===== config.mk =====
export PLATFORM = sky130hd
export DESIGN_NAME = vadd_sat_pipe
export DESIGN_NICKNAME = d
export VERILOG_FILES = /design/src/rtl/valu_pkg.sv /design/src/rtl/vadd_byte_lane.sv /design/src/rtl/vadd_sat_pipe.sv
export SDC_FILE = /design/constraint.sdc
export NUM_CORES = 1
export LEC_CHECK = 0
export ABC_CLOCK_PERIOD_IN_PS = 5700
export CAP_MARGIN = 25
export CORE_ASPECT_RATIO = 0.6
export CORE_UTILIZATION = 52
export CTS_CLUSTER_SIZE = 20
export DETAILED_ROUTE_END_ITERATION = 12
export PLACE_DENSITY_LB_ADDON = 0.12
export SKIP_CTS_REPAIR_TIMING = 1
export SLEW_MARGIN = 25
export SYNTH_ARGS = -nofsm -noshare
export SYNTH_HDL_FRONTEND = slang
export SYNTH_SLANG_ARGS = --single-unit

===== constraint.sdc =====
create_clock -name clk -period 5.7 [get_ports clk]
set_clock_uncertainty 0.05 [all_clocks]
set_input_delay 1.425 -clock clk [delete_from_list [all_inputs] [get_ports clk]]
set_output_delay 1.425 -clock clk [all_outputs]
set_load 0.1 [all_outputs]

===== src/rtl/valu_pkg.sv =====
// Shared vALU definitions: op codes, SEW codes, clamp kinds.
// Helpers: elem_mask (element-start byte test) and is_sub_op.
package valu_pkg;

    localparam logic [3:0] OP_ADD   = 4'd0;
    localparam logic [3:0] OP_SUB   = 4'd1;
    localparam logic [3:0] OP_RSUB  = 4'd2;
    localparam logic [3:0] OP_ADC   = 4'd3;
    localparam logic [3:0] OP_SBC   = 4'd4;
    localparam logic [3:0] OP_SADDU = 4'd5;
    localparam logic [3:0] OP_SADD  = 4'd6;
    localparam logic [3:0] OP_SSUBU = 4'd7;
    localparam logic [3:0] OP_SSUB  = 4'd8;
    localparam logic [3:0] OP_MADC  = 4'd9;
    localparam logic [3:0] OP_MSBC  = 4'd10;

    localparam logic [1:0] SEW_E8  = 2'd0;
    localparam logic [1:0] SEW_E16 = 2'd1;
    localparam logic [1:0] SEW_E32 = 2'd2;
    localparam logic [1:0] SEW_E64 = 2'd3;

    localparam logic [1:0] CLAMP_ONES = 2'd0;
    localparam logic [1:0] CLAMP_ZERO = 2'd1;
    localparam logic [1:0] CLAMP_MAX  = 2'd2;
    localparam logic [1:0] CLAMP_MIN  = 2'd3;

    // True when byte i is the least significant byte of an element.
    function automatic logic elem_mask(input logic [1:0] sew, input int i);
        logic r;
        r = 1'b1;
        case (sew)
            SEW_E8:  r = 1'b1;
            SEW_E16: r = (i[0] == 1'b0);
            SEW_E32: r = (i[1:0] == 2'b00);
            SEW_E64: r = (i[2:0] == 3'b000);
            default: r = 1'b1;
        endcase
        return r;
    endfunction

    // Ops computed as a + ~b + cin; their carry_out reports borrow.
    function automatic logic is_sub_op(input logic [3:0] op);
        return (op == OP_SUB)   || (op == OP_RSUB) ||
               (op == OP_SBC)   || (op == OP_SSUBU) ||
               (op == OP_SSUB)  || (op == OP_MSBC);
    endfunction

endpackage


===== src/rtl/vadd_byte_lane.sv =====
// One byte lane: 9-bit sums of a+b with carry-in 0 and 1.
// Ports: a, b (bytes) -> sum0 (cin=0), sum1 (cin=1); bit 8 is carry.
module vadd_byte_lane (
    input  logic [7:0] a,
    input  logic [7:0] b,
    output logic [8:0] sum0,
    output logic [8:0] sum1
);

    assign sum0 = {1'b0, a} + {1'b0, b};
    assign sum1 = {1'b0, a} + {1'b0, b} + 9'd1;

endmodule


===== src/rtl/vadd_sat_pipe.sv =====
// 2-stage SIMD add/sub with saturation and carry/borrow-out masks.
// Ports: in_valid/in_ready + vec0, vec1, carry_in, sew, op_sel, tag_in;
//        out_valid/out_ready + result, carry_out, sat, tag_out.
module vadd_sat_pipe
    import valu_pkg::*;
#(
    parameter int DATA_WIDTH  = 64,
    parameter int SEW_WIDTH   = 2,
    parameter int OPSEL_WIDTH = 4,
    parameter int TAG_WIDTH   = 4
) (
    input  logic                   clk,
    input  logic                   rst,
    input  logic                   in_valid,
    output logic                   in_ready,
    input  logic [DATA_WIDTH-1:0]  vec0,
    input  logic [DATA_WIDTH-1:0]  vec1,
    input  logic [DATA_WIDTH/8-1:0] carry_in,
    input  logic [SEW_WIDTH-1:0]   sew,
    input  logic [OPSEL_WIDTH-1:0] op_sel,
    input  logic [TAG_WIDTH-1:0]   tag_in,
    output logic                   out_valid,
    input  logic                   out_ready,
    output logic [DATA_WIDTH-1:0]  result,
    output logic [DATA_WIDTH/8-1:0] carry_out,
    output logic                   sat,
    output logic [TAG_WIDTH-1:0]   tag_out
);

    localparam int NB = DATA_WIDTH / 8;
    localparam int IW = $clog2(NB);

    // ---------------- stage 1: operand prep + byte sums
    logic [OPSEL_WIDTH-1:0] op_n;
    logic [DATA_WIDTH-1:0]  opa;
    logic [DATA_WIDTH-1:0]  opb;
    logic [NB-1:0][8:0]     lane_s0;
    logic [NB-1:0][8:0]     lane_s1;
    logic [NB-1:0]          xs;
    logic [NB-1:0]          ys;

    always_comb begin
        op_n = op_sel;
        if (op_sel > OP_MSBC)
            op_n = OP_ADD;
        // RSUB is b - a: swap so the lanes always do x + ~y + cin.
        if (op_n == OP_RSUB) begin
            opa = vec1;
            opb = vec0;
        end else begin
            opa = vec0;
            opb = vec1;
        end
        if (is_sub_op(op_n))
            opb = ~opb;
        for (int j = 0; j < NB; j++) begin
            xs[j] = opa[8*j+7];
            ys[j] = opb[8*j+7];
        end
    end

    for (genvar g = 0; g < NB; g++) begin : g_lane
        vadd_byte_lane u_lane (
            .a    (opa[8*g +: 8]),
            .b    (opb[8*g +: 8]),
            .sum0 (lane_s0[g]),
            .sum1 (lane_s1[g])
        );
    end

    logic                   s1_valid;
    logic [NB-1:0][8:0]     s1_sum0;
    logic [NB-1:0][8:0]     s1_sum1;
    logic [NB-1:0]          s1_xs;
    logic [NB-1:0]          s1_ys;
    logic [SEW_WIDTH-1:0]   s1_sew;
    logic [OPSEL_WIDTH-1:0] s1_op;
    logic [NB-1:0]          s1_carry;
    logic [TAG_WIDTH-1:0]   s1_tag;
    logic                   s2_advance;

    assign s2_advance = !out_valid | out_ready;
    assign in_ready   = !s1_valid | s2_advance;

    always_ff @(posedge clk) begin
        if (rst) begin
            s1_valid <= 1'b0;
            s1_sum0  <= '0;
            s1_sum1  <= '0;
            s1_xs    <= '0;
            s1_ys    <= '0;
            s1_sew   <= '0;
            s1_op    <= '0;
            s1_carry <= '0;
            s1_tag   <= '0;
        end else if (in_ready) begin
            s1_valid <= in_valid;
            if (in_valid) begin
                s1_sum0  <= lane_s0;
                s1_sum1  <= lane_s1;
                s1_xs    <= xs;
                s1_ys    <= ys;
                s1_sew   <= sew;
                s1_op    <= op_n;
                s1_carry <= carry_in;
                s1_tag   <= tag_in;
            end
        end
    end

    // ---------------- stage 2: carry select, saturation, pack
    logic [DATA_WIDTH-1:0] res_c;
    logic [NB-1:0]         co_c;
    logic [NB-1:0]         clamp_en;
    logic [NB-1:0][1:0]    clamp_kind;
    logic                  s1_sub;

    assign s1_sub = is_sub_op(s1_op);

    always_comb begin
        logic          c;
        logic [8:0]    b9;
        logic [IW-1:0] e;
        logic          last;
        logic          ovf;
        c          = 1'b0;
        b9         = '0;
        e          = '0;
        last       = 1'b0;
        ovf        = 1'b0;
        res_c      = '0;
        co_c       = '0;
        clamp_en   = '0;
        clamp_kind = '0;
        for (int j = 0; j < NB; j++) begin
            e    = IW'(j) >> s1_sew;
            last = (j == NB - 1) || elem_mask(s1_sew, j + 1);
            // Element start: restart the chain from the op's carry-in.
            if (elem_mask(s1_sew, j)) begin
                if (s1_op == OP_ADC || s1_op == OP_MADC)
                    c = s1_carry[e];
                else if (s1_op == OP_SBC || s1_op == OP_MSBC)
                    c = ~s1_carry[e];
                else
                    c = s1_sub;
            end
            b9 = c ? s1_sum1[j] : s1_sum0[j];
            res_c[8*j +: 8] = b9[7:0];
            c = b9[8];
            if (last) begin
                co_c[e] = s1_sub ? ~c : c;
                ovf = (s1_xs[j] == s1_ys[j]) && (b9[7] != s1_xs[j]);
                unique case (1'b1)
                    (s1_op == OP_SADDU): begin
                        clamp_en[e]   = c;
                        clamp_kind[e] = CLAMP_ONES;
                    end
                    (s1_op == OP_SSUBU): begin
                        clamp_en[e]   = ~c;
                        clamp_kind[e] = CLAMP_ZERO;
                    end
                    (s1_op == OP_SADD || s1_op == OP_SSUB): begin
                        clamp_en[e]   = ovf;
                        clamp_kind[e] = s1_xs[j] ? CLAMP_MIN : CLAMP_MAX;
                    end
                    default: ;
                endcase
            end
        end
        for (int j = 0; j < NB; j++) begin
            e    = IW'(j) >> s1_sew;
            last = (j == NB - 1) || elem_mask(s1_sew, j + 1);
            if (clamp_en[e]) begin
                unique case (clamp_kind[e])
                    CLAMP_ONES: res_c[8*j +: 8] = 8'hFF;
                    CLAMP_ZERO: res_c[8*j +: 8] = 8'h00;
                    CLAMP_MAX:  res_c[8*j +: 8] = last ? 8'h7F : 8'hFF;
                    CLAMP_MIN:  res_c[8*j +: 8] = last ? 8'h80 : 8'h00;
                endcase
            end
        end
    end

    always_ff @(posedge clk) begin
        if (rst) begin
            out_valid <= 1'b0;
            result    <= '0;
            carry_out <= '0;
            sat       <= 1'b0;
            tag_out   <= '0;
        end else if (s2_advance) begin
            out_valid <= s1_valid;
            if (s1_valid) begin
                result    <= res_c;
                carry_out <= co_c;
                sat       <= |clamp_en;
                tag_out   <= s1_tag;
            end
        end
    end

endmodule


* Yosys cells after proc, flatten, opt, wreduce, memory -nomap -nowiden
Index checks and enable logic that the tools add are counted.
** Word-level totals
- Output and inout bits :: 79
- Register bits after elaboration :: 257
- Input port bits :: 150
** Cells by class
- Shift operators :: 8
- Bitwise gates (word level) :: 59
- $lt $le $gt $ge :: 17
- Add/subtract/negate cells :: 16
- Reductions and logical operators :: 48
- Equal/unequal tests :: 59
- Multiplexer cells :: 230
** Operators with widths (number)
- case mux 16 bit (3 select lines) :: 7
- case mux 8 bit (4 select lines) :: 8
- bitwise mux 8 bit :: 28
- two-way mux 8 bit :: 28
- two-way mux 64 bit :: 3
- case mux 8 bit (3 select lines) :: 8
- AND 16 bit :: 8
- bitwise mux 16 bit :: 7
- two-way mux 16 bit :: 7
- inverter 16 bit :: 7
- AND 8 bit :: 11
- adder 8 x 8 -> 9 bit :: 8
- adder 9 x 1 -> 9 bit, second input constant :: 8
- two-way mux 9 bit :: 8
- two-way mux 1 bit :: 65
- inverter 64 bit :: 1
- inverter 8 bit :: 7
- bitwise OR 8 bit :: 7
- binary-select mux 1 bit (select 3 bit) :: 16
- binary-select mux 2 bit (select 3 bit) :: 8
- demux 2 bit (select 3 bit) :: 8
- equality test 2 bit, second input constant :: 18
- < comparator 3 x 4 -> 1 bit, second input constant :: 8
- two-way mux 2 bit :: 16
- 27 further kinds :: 137

* Longest topological paths before layout
Gate-level depths: netlist of run 1.
- Word-level depth :: 38
- Gate-level depth with buffers :: 22

* By module
From an unflattened synthesis of run 1, not the netlist that was laid out.
** Second synthesis, totals
- Cells, all modules :: 2412
- Area total of the unflattened synthesis :: 18896.9 um^2
** Modules (own cells, without submodules)
- vadd_sat_pipe :: instances 1, area an instance 15363.5 um^2, cells an instance 1964
- vadd_byte_lane :: instances 8, area an instance 441.7 um^2, cells an instance 56

* Worst setup path before layout of run 1
Ideal clock, no wire load.
- Path kind :: input port to flip-flop
- From :: input op_sel[3]
- To :: register s1_sum1[25] (netlist bit)
- Setup slack :: 0.148 ns
- Setup time :: 0.086 ns
- Arrival time :: 5.417 ns
- Cell stages on the path :: 16
- Cell sequence :: nor4b_1 clkbuf_1 clkbuf_1 buf_1 mux2_2 ha_1 fa_1 a21o_1 a21oi_1 o21bai_1 a21oi_1 xnor2_1 and3_1 nand2_1 xor2_1 a211oi_1
** On the way
- Longest elaborated chain between the ends :: 11
- Elaborated cells between the ends (all ways) :: 19
- Classes of those cells :: add/sub (2); order compare (1); eq/ne (6); mux (4); bitwise (1); reduce/logical (5)
** RTL lines
- start: declaration :: line vadd_sat_pipe.sv:20 : input logic [OPSEL_WIDTH-1:0] op_sel,
- greater-than comparator 4 bit :: line vadd_sat_pipe.sv:44 : if (op_sel > OP_MSBC)
- two-way mux 4 bit (*) :: line vadd_sat_pipe.sv:44
- equality test 4 x 1 -> 1 bit or equality test 4 x 2 -> 1 bit (tied branches) :: line valu_pkg.sv:43, vadd_sat_pipe.sv:47
- logical OR 1 bit (2 in a row) :: line valu_pkg.sv:43 : return (op == OP_SUB) || (op == OP_RSUB) ||
- logical OR 1 bit (2 in a row) :: line valu_pkg.sv:44 : (op == OP_SBC) || (op == OP_SSUBU) ||
- logical OR 1 bit :: line valu_pkg.sv:45 : (op == OP_SSUB) || (op == OP_MSBC);
- two-way mux 64 bit :: line vadd_sat_pipe.sv:54 : if (is_sub_op(op_n))
- adder 8 x 8 -> 9 bit (*) :: line vadd_byte_lane.sv:11 : assign sum1 = {1'b0, a} + {1'b0, b} + 9'd1;
- adder 9 x 1 -> 9 bit (*) :: line vadd_byte_lane.sv:11
- end signal: assignment :: line vadd_sat_pipe.sv:100 : s1_sum1 <= lane_s1;
- end: declaration :: line vadd_sat_pipe.sv:73 : logic [NB-1:0][8:0] s1_sum1;
Mark *: on every way between the ends. The rest lies on a longest branch, timed or not.
A chain may end at the register's enable or synchronous reset.

* Worst setup path in the final report of run 1
- From :: register s1_sew[1]
- To :: register result[34]
** On the way
- Longest elaborated chain between the ends :: 36
- Elaborated cells between the ends (all ways) :: 262
- Classes of those cells :: order compare (16); eq/ne (14); shift (8); mux (147); bitwise (55); reduce/logical (22)
** RTL lines
- start: declaration :: line vadd_sat_pipe.sv:76 : logic [SEW_WIDTH-1:0] s1_sew;
- start signal: assignment :: line vadd_sat_pipe.sv:103 : s1_sew <= sew;
- parallel branches: the longest is 35 deep, another holds < comparator 3 x 4 -> 1 bit
- two-way mux 8 bit (*) :: line vadd_sat_pipe.sv:173 : if (clamp_en[e]) begin
- end signal: assignment :: line vadd_sat_pipe.sv:194 : result <= res_c;
- end: declaration :: line vadd_sat_pipe.sv:24 : output logic [DATA_WIDTH-1:0] result,
Every way passes the cells marked *. The select of a mux whose other input is x is not followed.

==> flow_metrics.env, run 1 <==
export IMPL_end_kind="flop"
export IMPL_routedWlPerCell_um=20.8
export IMPL_outcome="finished, final reports clean"
export IMPL_synth_top_family_by_area="compound AO/OA/AOI/OAI gates"
export IMPL_r2r_cells=21
export IMPL_finalWorstSetupSlack_ps=102
export IMPL_grt_max_degree=221
export IMPL_ant_nets=0
export IMPL_clock_sinks=257
export IMPL_synth_area_leaders="dfxtp_1, mux2i_1, nand2_1"
export IMPL_grt_pass1_vias=17500
export IMPL_area_growth_pct=23.4
export IMPL_r2r_slack_ps=100
export IMPL_yosys_area_top_type_share_pct=28.1
export IMPL_fin_crit_sh_pct=98.2
export IMPL_worstSkewPairLatency_ps=560
export IMPL_syn_area_sq_um=18300
export IMPL_yosysSeqAreaShare_pct=28.1
export IMPL_crit_type="reg2reg"
export IMPL_design_core_area_sq_um=34200
export IMPL_num_antenna_cells=0
export IMPL_synth_simple_area_share_pct=18.6
export IMPL_rsz0062_at_grt="true"
export IMPL_hold_start="carry_out[7]$_SDFFE_PP0P_"
export IMPL_grt_first_pass_wirelength_um=96300
export IMPL_worstPathRequired_ps=6020
export IMPL_ios=229
export IMPL_p_int_mw=4.08
export IMPL_die_w_um=244
export IMPL_placed_cell_area_sq_um=21700
export IMPL_drcViolationCount=0
export IMPL_tns_ps=0
export IMPL_synthXorXnorAreaFrac_pct=8.27
export IMPL_synth_seq_cells=257
export IMPL_dp_slack_ps=113
export IMPL_slew_headroom_pct=23.4
export IMPL_grt_remaining_overflow=0
export IMPL_regToRegStartpoint="s1_sew[1]$_SDFFE_PP0P_"
export IMPL_initial_utilization_pct=53.6
export IMPL_tightest_slew_ps=1150
export IMPL_cts_buffer_depth=3
export IMPL_setup_violations=0
export IMPL_p_clk_share_pct=25.6
export IMPL_hold_class="reg2reg"
export IMPL_power_share_sequential_pct=32.3
export IMPL_first_iter_violations=1662
export IMPL_finalHoldViolCount=0
export IMPL_final_area_sq_um=22600
export IMPL_p_switching_mw=2.63
export IMPL_min_period_ps=5600
export IMPL_synth_compound_area_share_pct=21.1
export IMPL_mostFrequentLayoutCell="nand2_1"
export IMPL_syn_area_per_cell_sq_um=7.97
export IMPL_dp_hpwl_um=47300
export IMPL_grt_usage_pct=33.8
export IMPL_drv_cap=0
export IMPL_ys_async_sr_fraction_pct=0
export IMPL_synthAdderAreaFrac_pct=6.13
export IMPL_yosysUniqueCellTypes=93
export IMPL_cts_made_buffers=26
export IMPL_yosys_warnings=0
export IMPL_vdd_drop_max_v=0.000225
export IMPL_combPwrFrac_pct=42.1
export IMPL_num_vias=18200
export IMPL_fmax_ghz=0.179
export IMPL_die_y_um=147
export IMPL_start_kind="flop"
export IMPL_leakagePower_nw=8.64
export IMPL_fillers=2928
export IMPL_min_to="carry_out[7]$_SDFFE_PP0P_"
export IMPL_fin_nets=2763
export IMPL_r2r_end="result[34]$_SDFFE_PP0P_"
export IMPL_viasPerCell=6.07
export IMPL_p_sw_share_pct=39.2
export IMPL_h_tree_depth=1
export IMPL_antenna_found_initial=1
export IMPL_clockRootBuffer="clkbuf_16"
export IMPL_cts_tree="done"
export IMPL_die_area_sq_um=36000
export IMPL_placementRows=52
export IMPL_synth_edf_count=0
export IMPL_ys_flop_type="dfxtp_1"
export IMPL_yosysTopAreaCell="dfxtp_1"
export IMPL_wirelength_um=62400
export IMPL_clkSlewWorstSetupHoldPaths_ps=60
export IMPL_p_per_area_nw_per_um2=297
export IMPL_drive_gt1_share_pct=12.0
export IMPL_io_buffer_count=228
export IMPL_critical_path_peak_fanout=6
export IMPL_finalWeightedCongestion=0.988
export IMPL_crit_arrival_ps=5920
export IMPL_layout_common_cells="nand2_1, dfxtp_1, clkdlybuf4s50_1"
export IMPL_post_synth_mux_area_share_pct=13.5
export IMPL_slew_violations=0
export IMPL_synth_nets=2534
export IMPL_synth_cells=2299
export IMPL_worstHoldPathCells=2
export IMPL_holdWs_ps=400
export IMPL_firstDrtPassIters=6
[power by group through the flow]
stage	Sequential [mW]	Clock (mW)	Combinational (mW)
floorplan	2.45	0	1.69
global placement	2.19	0	2.69
detailed placement	2.20	0	2.76
CTS	2.16	1.74	2.77
global route	2.19	1.82	3.03
finish	2.17	1.72	2.82
[state kept, by name, indices dropped and copies added (netlist names)]
register / flops
s1_sum0: 72
s1_sum1: 72
result: 64
carry_out: 8
s1_carry: 8
s1_xs: 8
s1_ys: 8
s1_op: 4
s1_tag: 4
tag_out: 4
s1_sew: 2
out_valid: 1
s1_valid: 1
sat: 1
[metrics by stage]
step	utilization, %	power, mW	instances
global route	66.2	7.04	3006
CTS	65.9	6.68	3004
floorplan	-	4.14	2299
global placement	63.4	4.88	2957
detailed placement	63.4	4.96	2957
finish	66.2	6.71	3006
[cell usage after synthesis (17+ instances only)]
cell	n
dfxtp_1	257
and2_1	17
mux2_2	65
mux2i_1	146
o21ai_0	65
a21o_1	20
nand3_1	43
clkbuf_1	110
nor2_1	221
nor3_1	57
inv_1	46
xor2_1	32
buf_1	30
o21bai_1	30
xnor2_1	141
nand2_1	341
ha_1	77
o211ai_1	42
a21oi_1	220
a211oi_1	52
[worst max path at each step]
stage | from | end | slack, ps | cells past startpoint
final | s1_sew[1]$_SDFFE_PP0P_ | result[34]$_SDFFE_PP0P_ | 100 | 21
after floorplan | op_sel[3] | s1_sum1[25]$_SDFFE_PP0P_ | 150 | 16
after global routing | s1_op[2]$_SDFFE_PP0P_ | result[34]$_SDFFE_PP0P_ | -40 | 22
after CTS | s1_sew[1]$_SDFFE_PP0P_ | result[34]$_SDFFE_PP0P_ | 70 | 21
after detailed placement | op_sel[3] | s1_sum1[71]$_SDFFE_PP0P_ | 110 | 19
after global placement | op_sel[3] | s1_sum1[71]$_SDFFE_PP0P_ | 220 | 18
[logic make-up (layout without fill, tap and decap cells)]
kind of cell / after synthesis / count (layout)
simple gates: 770 / 770
compound gates: 586 / 586
mux: 225 / 225
buf+inv: 203 / 451
fa+ha+maj: 85 / 85
flops: 257 / 257
xor+xnor: 173 / 173
[worst max-delay path, stage by stage, from the launching register on]
cell	delay (ps)
dfxtp_1	310
inv_1	100
ha_2	300
mux4_2	560
o211ai_1	210
nor2_2	100
a211o_1	340
a21o_1	260
buf_4	170
a211oi_4	260
mux2i_1	290
a41oi_1	210
buf_4	210
or2_1	250
a2111oi_1	380
nor3_1	140
buf_4	160
o311a_1	360
buf_4	190
buf_4	140
o221ai_1	280
a211oi_1	120
[layout make-up]
| type | count | area [sq um] | share of cell area [%] |
|---|---|---|---|
| Inverter | 46 | 173 | 0.764 |
| Clock inverter | 12 | 113 | 0.498 |
| Timing Repair Buffer | 358 | 3360 | 14.9 |
| Sequential cell | 257 | 5150 | 22.8 |
| Multi-Input combinational cell | 1839 | 12500 | 55.3 |
| Tap cell | 459 | 574 | 2.54 |
| Clock buffer | 35 | 734 | 3.25 |
[per-layer routing]
layer | track usage (%) | wire [um]
met1 | 46.5 | 27200
met2 | 52.8 | 27500
met3 | 8.30 | 6050
met4 | 8.91 | 1620
met5 | 0 | 10
Power figures use the tool's default switching activity.
==> run 2, diff against run 1 <==
CORE_ASPECT_RATIO = 2   (was 0.6)
PLACE_DENSITY_LB_ADDON = 0.25   (was 0.12)
==> run 2 against run 1 <==
Effect of this change:
- fmax grew 1.7%
- setup slack better by 91 ps
- sequential share of layout area fell by 0.21 points
- combinational power hardly changed
- sequential cell count unchanged
- wire length rose by 2.3%
- hold slack better by 3.3 ps
- via count up 0.25%
- sequential power is essentially flat
- cell count increased by 0.57%
- critical path depth increased by 1
- first-iteration DRC count down 30%
==> flow_metrics.env, run 2 (same netlist as run 1, synthesis figures left out) <==
export IMPL_outcome="finished, final reports clean"
export IMPL_drive_gt1_share_pct=13.0
export IMPL_min_period_ps=5510
export IMPL_p_total_mw=6.81
export IMPL_die_y_um=267
export IMPL_dp_hpwl_um=49300
export IMPL_grt_first_pass_wirelength_um=99100
export IMPL_ios=229
export IMPL_worstPathCellList="inv_1 -> ha_1 -> buf_4 -> mux2i_1 -> mux4_2 -> a2111o_1 -> a21oi_2 -> buf_4 -> nor2_1 -> o21ai_0 -> mux2i_1 -> or3_4 -> a221o_1 -> nand2_2 -> o21ai_2 -> buf_4 -> a221oi_1 -> buf_4 -> mux2i_1 -> o21a_1 -> o21a_1 -> a22o_1"
export IMPL_leakagePower_nw=8.78
export IMPL_viasPerCell=6.05
export IMPL_slew_violations=0
export IMPL_routedWlPerCell_um=21.1
export IMPL_tns_ps=0
export IMPL_die_area_sq_um=36000
export IMPL_finalHoldViolCount=0
export IMPL_layout_common_cells="nand2_1, dfxtp_1, clkdlybuf4s50_1"
export IMPL_worstPathRequired_ps=6100
export IMPL_clkSlewWorstSetupHoldPaths_ps=60
export IMPL_grt_usage_pct=35.4
export IMPL_mostFrequentLayoutCell="nand2_1"
export IMPL_holdWs_ps=404
export IMPL_io_buffer_count=228
export IMPL_first_iter_violations=1162
export IMPL_final_area_sq_um=22800
export IMPL_num_vias=18300
export IMPL_p_per_area_nw_per_um2=298
export IMPL_grt_pass1_vias=18200
export IMPL_area_growth_pct=24.6
export IMPL_slew_headroom_pct=27.9
export IMPL_dp_slack_ps=81.8
export IMPL_drv_cap=0
export IMPL_critical_path_peak_fanout=7
export IMPL_crit_type="reg2reg"
export IMPL_fmax_ghz=0.182
export IMPL_antenna_found_initial=1
export IMPL_utilization_pct=66.2
export IMPL_crit_arrival_ps=5910
export IMPL_dp_cells=2971
export IMPL_tightest_slew_ps=1080
export IMPL_grt_max_degree=100
export IMPL_crit_buf_inv=5
export IMPL_slowest_delay_ps=520
export IMPL_h_tree_depth=1
export IMPL_rsz0062_at_grt="true"
export IMPL_drcViolationCount=0
export IMPL_cts_tree="done"
export IMPL_clock_sinks=257
export IMPL_cts_buffer_depth=3
export IMPL_grt_remaining_overflow=0
export IMPL_clockRootBuffer="clkbuf_16"
export IMPL_initial_utilization_pct=53.1
export IMPL_grt_use_met2_pct=64.5
export IMPL_cpLargestDelayFamily="compound AO/OA/AOI/OAI gates"
export IMPL_use_met1_pct=38.2
export IMPL_largestRegisters="s1_sum0 (72), s1_sum1 (72), result (64)"
export IMPL_end_kind="flop"
export IMPL_firstDrtPassIters=6
export IMPL_placementRows=96
export IMPL_wirelength_um=63800
export IMPL_met3_usage_pct=3.90
export IMPL_cts_made_buffers=27
export IMPL_crit_slowest_cell="mux4_2"
export IMPL_setup_violations=0
export IMPL_finalWeightedCongestion=1.03
export IMPL_ant_nets=0
export IMPL_fin_crit_sh_pct=96.6
export IMPL_start_kind="flop"
export IMPL_placed_cell_area_sq_um=21900
export IMPL_die_w_um=135
export IMPL_cp_common_cell="buf_4"
export IMPL_worstSkewPairLatency_ps=560
export IMPL_grt_busiest_layer="met2"
export IMPL_stdcell_count=3023
export IMPL_finalWorstSetupSlack_ps=193
export IMPL_hold_class="reg2reg"
export IMPL_vdd_drop_max_v=0.000286
export IMPL_design_core_area_sq_um=34500
export IMPL_fin_nets=2795
-- run 2: cell types whose count changed in the layout (fill, tap and decap cells not counted), moves of 3 or more --
cell,previous run,this run
buf_4,121,155
clkinv_4,0,3
clkinv_2,5,2
clkinvlp_4,2,5
-- run 2: per-layer routing --
metal | wire [um] | up-vias
met4 | 4460 | 0
met5 | 0 | -
met1 | 23600 | 8715
met3 | 2940 | 203
met2 | 32800 | 640
li1 | - | 8729
-- run 2: area by class of cell --
type | count | area (sq um)
clock inverter | 14 | 153
tap | 441 | 552
inverter | 46 | 176
clock buffer | 36 | 739
fill | 2994 | 11700
antenna | 1 | 2.50
timing repair buffer | 389 | 3580
sequential | 257 | 5140
multi-input combinational | 1839 | 12500
-- run 2: where the power goes --
group / internal (mW) / leakage (nW) / switching [mW]
Combinational: 1.14 / 6.24 / 1.70
Clock: 1.01 / 0.424 / 0.786
Sequential: 2.02 / 2.12 / 0.155
Total: 4.17 / 8.78 / 2.64
-- run 2: path summary, 6_finish.rpt --
path | startpoint | end | slack, ps | cells after the start
setup / recovery | s1_sew[1]$_SDFFE_PP0P_ | result[19]$_SDFFE_PP0P_ | 190 | 22
hold / removal | s1_sum0[5]$_SDFFE_PP0P_ | s1_sum0[5]$_SDFFE_PP0P_ | 400 | 2
setup reg to reg | s1_sew[1]$_SDFFE_PP0P_ | result[19]$_SDFFE_PP0P_ | 190 | 22
hold reg to reg | s1_sum0[5]$_SDFFE_PP0P_ | s1_sum0[5]$_SDFFE_PP0P_ | 400 | 2
-- run 2: worst min-delay path: cells and delay by family (launching register included) --
family,cells,cell delay [ps]
AOI/OAI and AO/OA,1,50
DFF,1,310
and+or+nand+nor,1,50
==> run 3, diff against run 2 <==
CTS_BUF_LIST = sky130_fd_sc_hd__clkbuf_16   (was default)
==> run 3 against run 2 <==
Effect of this change:
- fmax decreased by 0.12%
- first-iteration DRC count up 2.6%
- critical path depth shrank 2
- combinational power about the same
- global-route usage is 0.060 points higher
- via count shrank 0.40%
- hold slack worse by 0.71 ps
- largest power group unchanged
- utilization shrank 0.084 points
- cell count about the same
- largest cell class unchanged
==> flow_metrics.env, run 3 (same netlist as run 1, synthesis figures left out) <==
export IMPL_cp_common_cell="buf_4"
export IMPL_clockRootBuffer="clkbuf_16"
export IMPL_fmax_ghz=0.181
export IMPL_placementRows=96
export IMPL_outcome="finished, final reports clean"
export IMPL_grt_remaining_overflow=0
export IMPL_drcViolationCount=0
export IMPL_p_sw_share_pct=39.0
export IMPL_rsz0062_at_grt="true"
export IMPL_multi_input_area_sq_um=12500
export IMPL_clock_sinks=257
export IMPL_ios=229
export IMPL_mostFrequentLayoutCell="nand2_1"
export IMPL_worstSkewPairLatency_ps=560
export IMPL_grt_max_degree=100
export IMPL_final_area_sq_um=22800
export IMPL_clkSlewWorstSetupHoldPaths_ps=70
export IMPL_p_int_mw=4.12
export IMPL_regToRegStartpoint="s1_sew[1]$_SDFFE_PP0P_"
export IMPL_hold_start="result[8]$_SDFFE_PP0P_"
export IMPL_finalHoldViolCount=0
export IMPL_drv_cap=0
export IMPL_placed_cell_area_sq_um=21900
export IMPL_tightest_slew_ps=1080
export IMPL_ant_nets=0
export IMPL_viasPerCell=6.02
export IMPL_start_kind="flop"
export IMPL_utilization_pct=66.1
export IMPL_critical_path_peak_fanout=7
export IMPL_crit_slowest_cell="mux4_2"
export IMPL_holdWs_ps=403
export IMPL_seq_area_sq_um=5140
export IMPL_h_tree_depth=1
export IMPL_firstDrtPassIters=7
export IMPL_setup_violations=0
export IMPL_area_growth_pct=24.4
export IMPL_dp_hpwl_um=49300
export IMPL_finalWeightedCongestion=1.03
export IMPL_num_vias=18200
export IMPL_wirelength_um=63900
export IMPL_layout_common_cells="nand2_1, dfxtp_1, clkdlybuf4s50_1"
export IMPL_cpLargestDelayFamily="compound AO/OA/AOI/OAI gates"
export IMPL_grt_first_pass_wirelength_um=99100
export IMPL_routedWlPerCell_um=21.1
export IMPL_r2r_end="result[28]$_SDFFE_PP0P_"
export IMPL_leakagePower_nw=8.79
export IMPL_die_y_um=267
export IMPL_p_switching_mw=2.64
export IMPL_first_iter_violations=1192
export IMPL_die_w_um=135
export IMPL_fillers=3002
export IMPL_grt_usage_pct=35.5
export IMPL_slowest_delay_ps=560
export IMPL_p_per_area_nw_per_um2=297
export IMPL_dp_cells=2971
export IMPL_antenna_found_initial=2
export IMPL_crit_type="reg2reg"
export IMPL_combPwrFrac_pct=42.0
export IMPL_drive_gt1_share_pct=12.8
export IMPL_die_area_sq_um=36000
export IMPL_worstHoldPathCells=2
export IMPL_cts_tree="done"
export IMPL_finalWorstSetupSlack_ps=186
export IMPL_fin_nets=2795
export IMPL_worstPathCellList="inv_1 -> ha_1 -> mux4_2 -> o211ai_1 -> nor2_1 -> buf_4 -> a211o_1 -> a21o_1 -> buf_4 -> a211oi_2 -> mux2i_1 -> a41oi_1 -> a221oi_1 -> buf_4 -> o211ai_2 -> a41o_1 -> mux4_2 -> or4_1 -> buf_4 -> o211ai_1"
export IMPL_initial_utilization_pct=53.1
export IMPL_cts_buffer_depth=3
export IMPL_crit_arrival_ps=5920
export IMPL_worstPathRequired_ps=6110
export IMPL_end_kind="flop"
export IMPL_power_share_sequential_pct=32.2
export IMPL_min_to="result[8]$_SDFFE_PP0P_"
export IMPL_slew_headroom_pct=27.6
export IMPL_cts_made_buffers=27
export IMPL_hold_class="reg2reg"
export IMPL_io_buffer_count=228
export IMPL_fin_crit_sh_pct=96.7
export IMPL_dp_slack_ps=81.8
export IMPL_p_clk_share_pct=25.9
export IMPL_largestRegisters="s1_sum0 (72), s1_sum1 (72), result (64)"
export IMPL_vdd_drop_max_v=0.000287
export IMPL_design_core_area_sq_um=34500
export IMPL_r2r_slack_ps=190
export IMPL_crit_buf_inv=5
export IMPL_grt_pass1_vias=18200
export IMPL_r2r_cells=20
export IMPL_slew_violations=0
export IMPL_min_period_ps=5510
export IMPL_stdcell_count=3024
## run 3: cell count changes in the layout (fill, tap and decap cells not counted), sizes merged
cell    before  now
clkbuf      36   27
diode        1    2
clkinv       5    8
inv         48   54
## run 3: power groups by stage
stage | logic, mW | registers, mW | clock network, mW
finish | 2.84 | 2.17 | 1.75
global route | 3.08 | 2.20 | 1.83
CTS | 2.80 | 2.17 | 1.77
floorplan | 1.69 | 2.45 | 0
global placement | 2.73 | 2.20 | 0
detailed placement | 2.78 | 2.21 | 0
## run 3: worst min-delay path, delay by kind of cell (launching register included)
kind / cells / cell delay (ps)
flip-flops: 1 / 310
AND/OR/NAND/NOR: 1 / 50
AO/OA/AOI/OAI: 1 / 50
## run 3: metrics by stage
stage / power (mW) / setup TNS [ps]
CTS: 6.74 / 0
finish: 6.76 / 0
detailed placement: 4.99 / 0
global placement: 4.92 / 0
global route: 7.10 / -37.4
floorplan: 4.14 / 0
## run 3: metal layers
| metal | vias up | track usage (%) | routed length (um) |
|---|---|---|---|
| met4 | 2 | 23.0 | 4480 |
| li1 | 8714 | - | - |
| met1 | 8619 | 38.1 | 23400 |
| met2 | 677 | 64.4 | 32700 |
| met3 | 201 | 4.49 | 3300 |
| met5 | - | 0 | 12 |
## run 3: final cells by class
| cell class | instances | area share (%) |
|---|---|---|
| well taps | 441 | 2.42 |
| inverters | 46 | 0.774 |
| repair buffers | 389 | 15.7 |
| clock buffers | 27 | 2.96 |
| diodes | 2 | 0.0220 |
| multi-input cells | 1839 | 54.7 |
| clock inverters | 23 | 0.818 |
| flip-flops and latches | 257 | 22.6 |
## run 3: worst max-delay path by stage
stage                                          end  cells past startpoint              startpoint  slack (ps)
after floorplan           s1_sum1[25]$_SDFFE_PP0P_                     16               op_sel[3]         150
after CTS                  result[46]$_SDFFE_PP0P_                     22  s1_sew[1]$_SDFFE_PP0P_          50
after global routing       result[53]$_SDFFE_PP0P_                     23  s1_sew[1]$_SDFFE_PP0P_         -10
final                      result[28]$_SDFFE_PP0P_                     20  s1_sew[1]$_SDFFE_PP0P_         190
after global placement     result[46]$_SDFFE_PP0P_                     22  s1_sew[1]$_SDFFE_PP0P_         190
after detailed placement  s1_sum1[26]$_SDFFE_PP0P_                     15               op_sel[0]          80
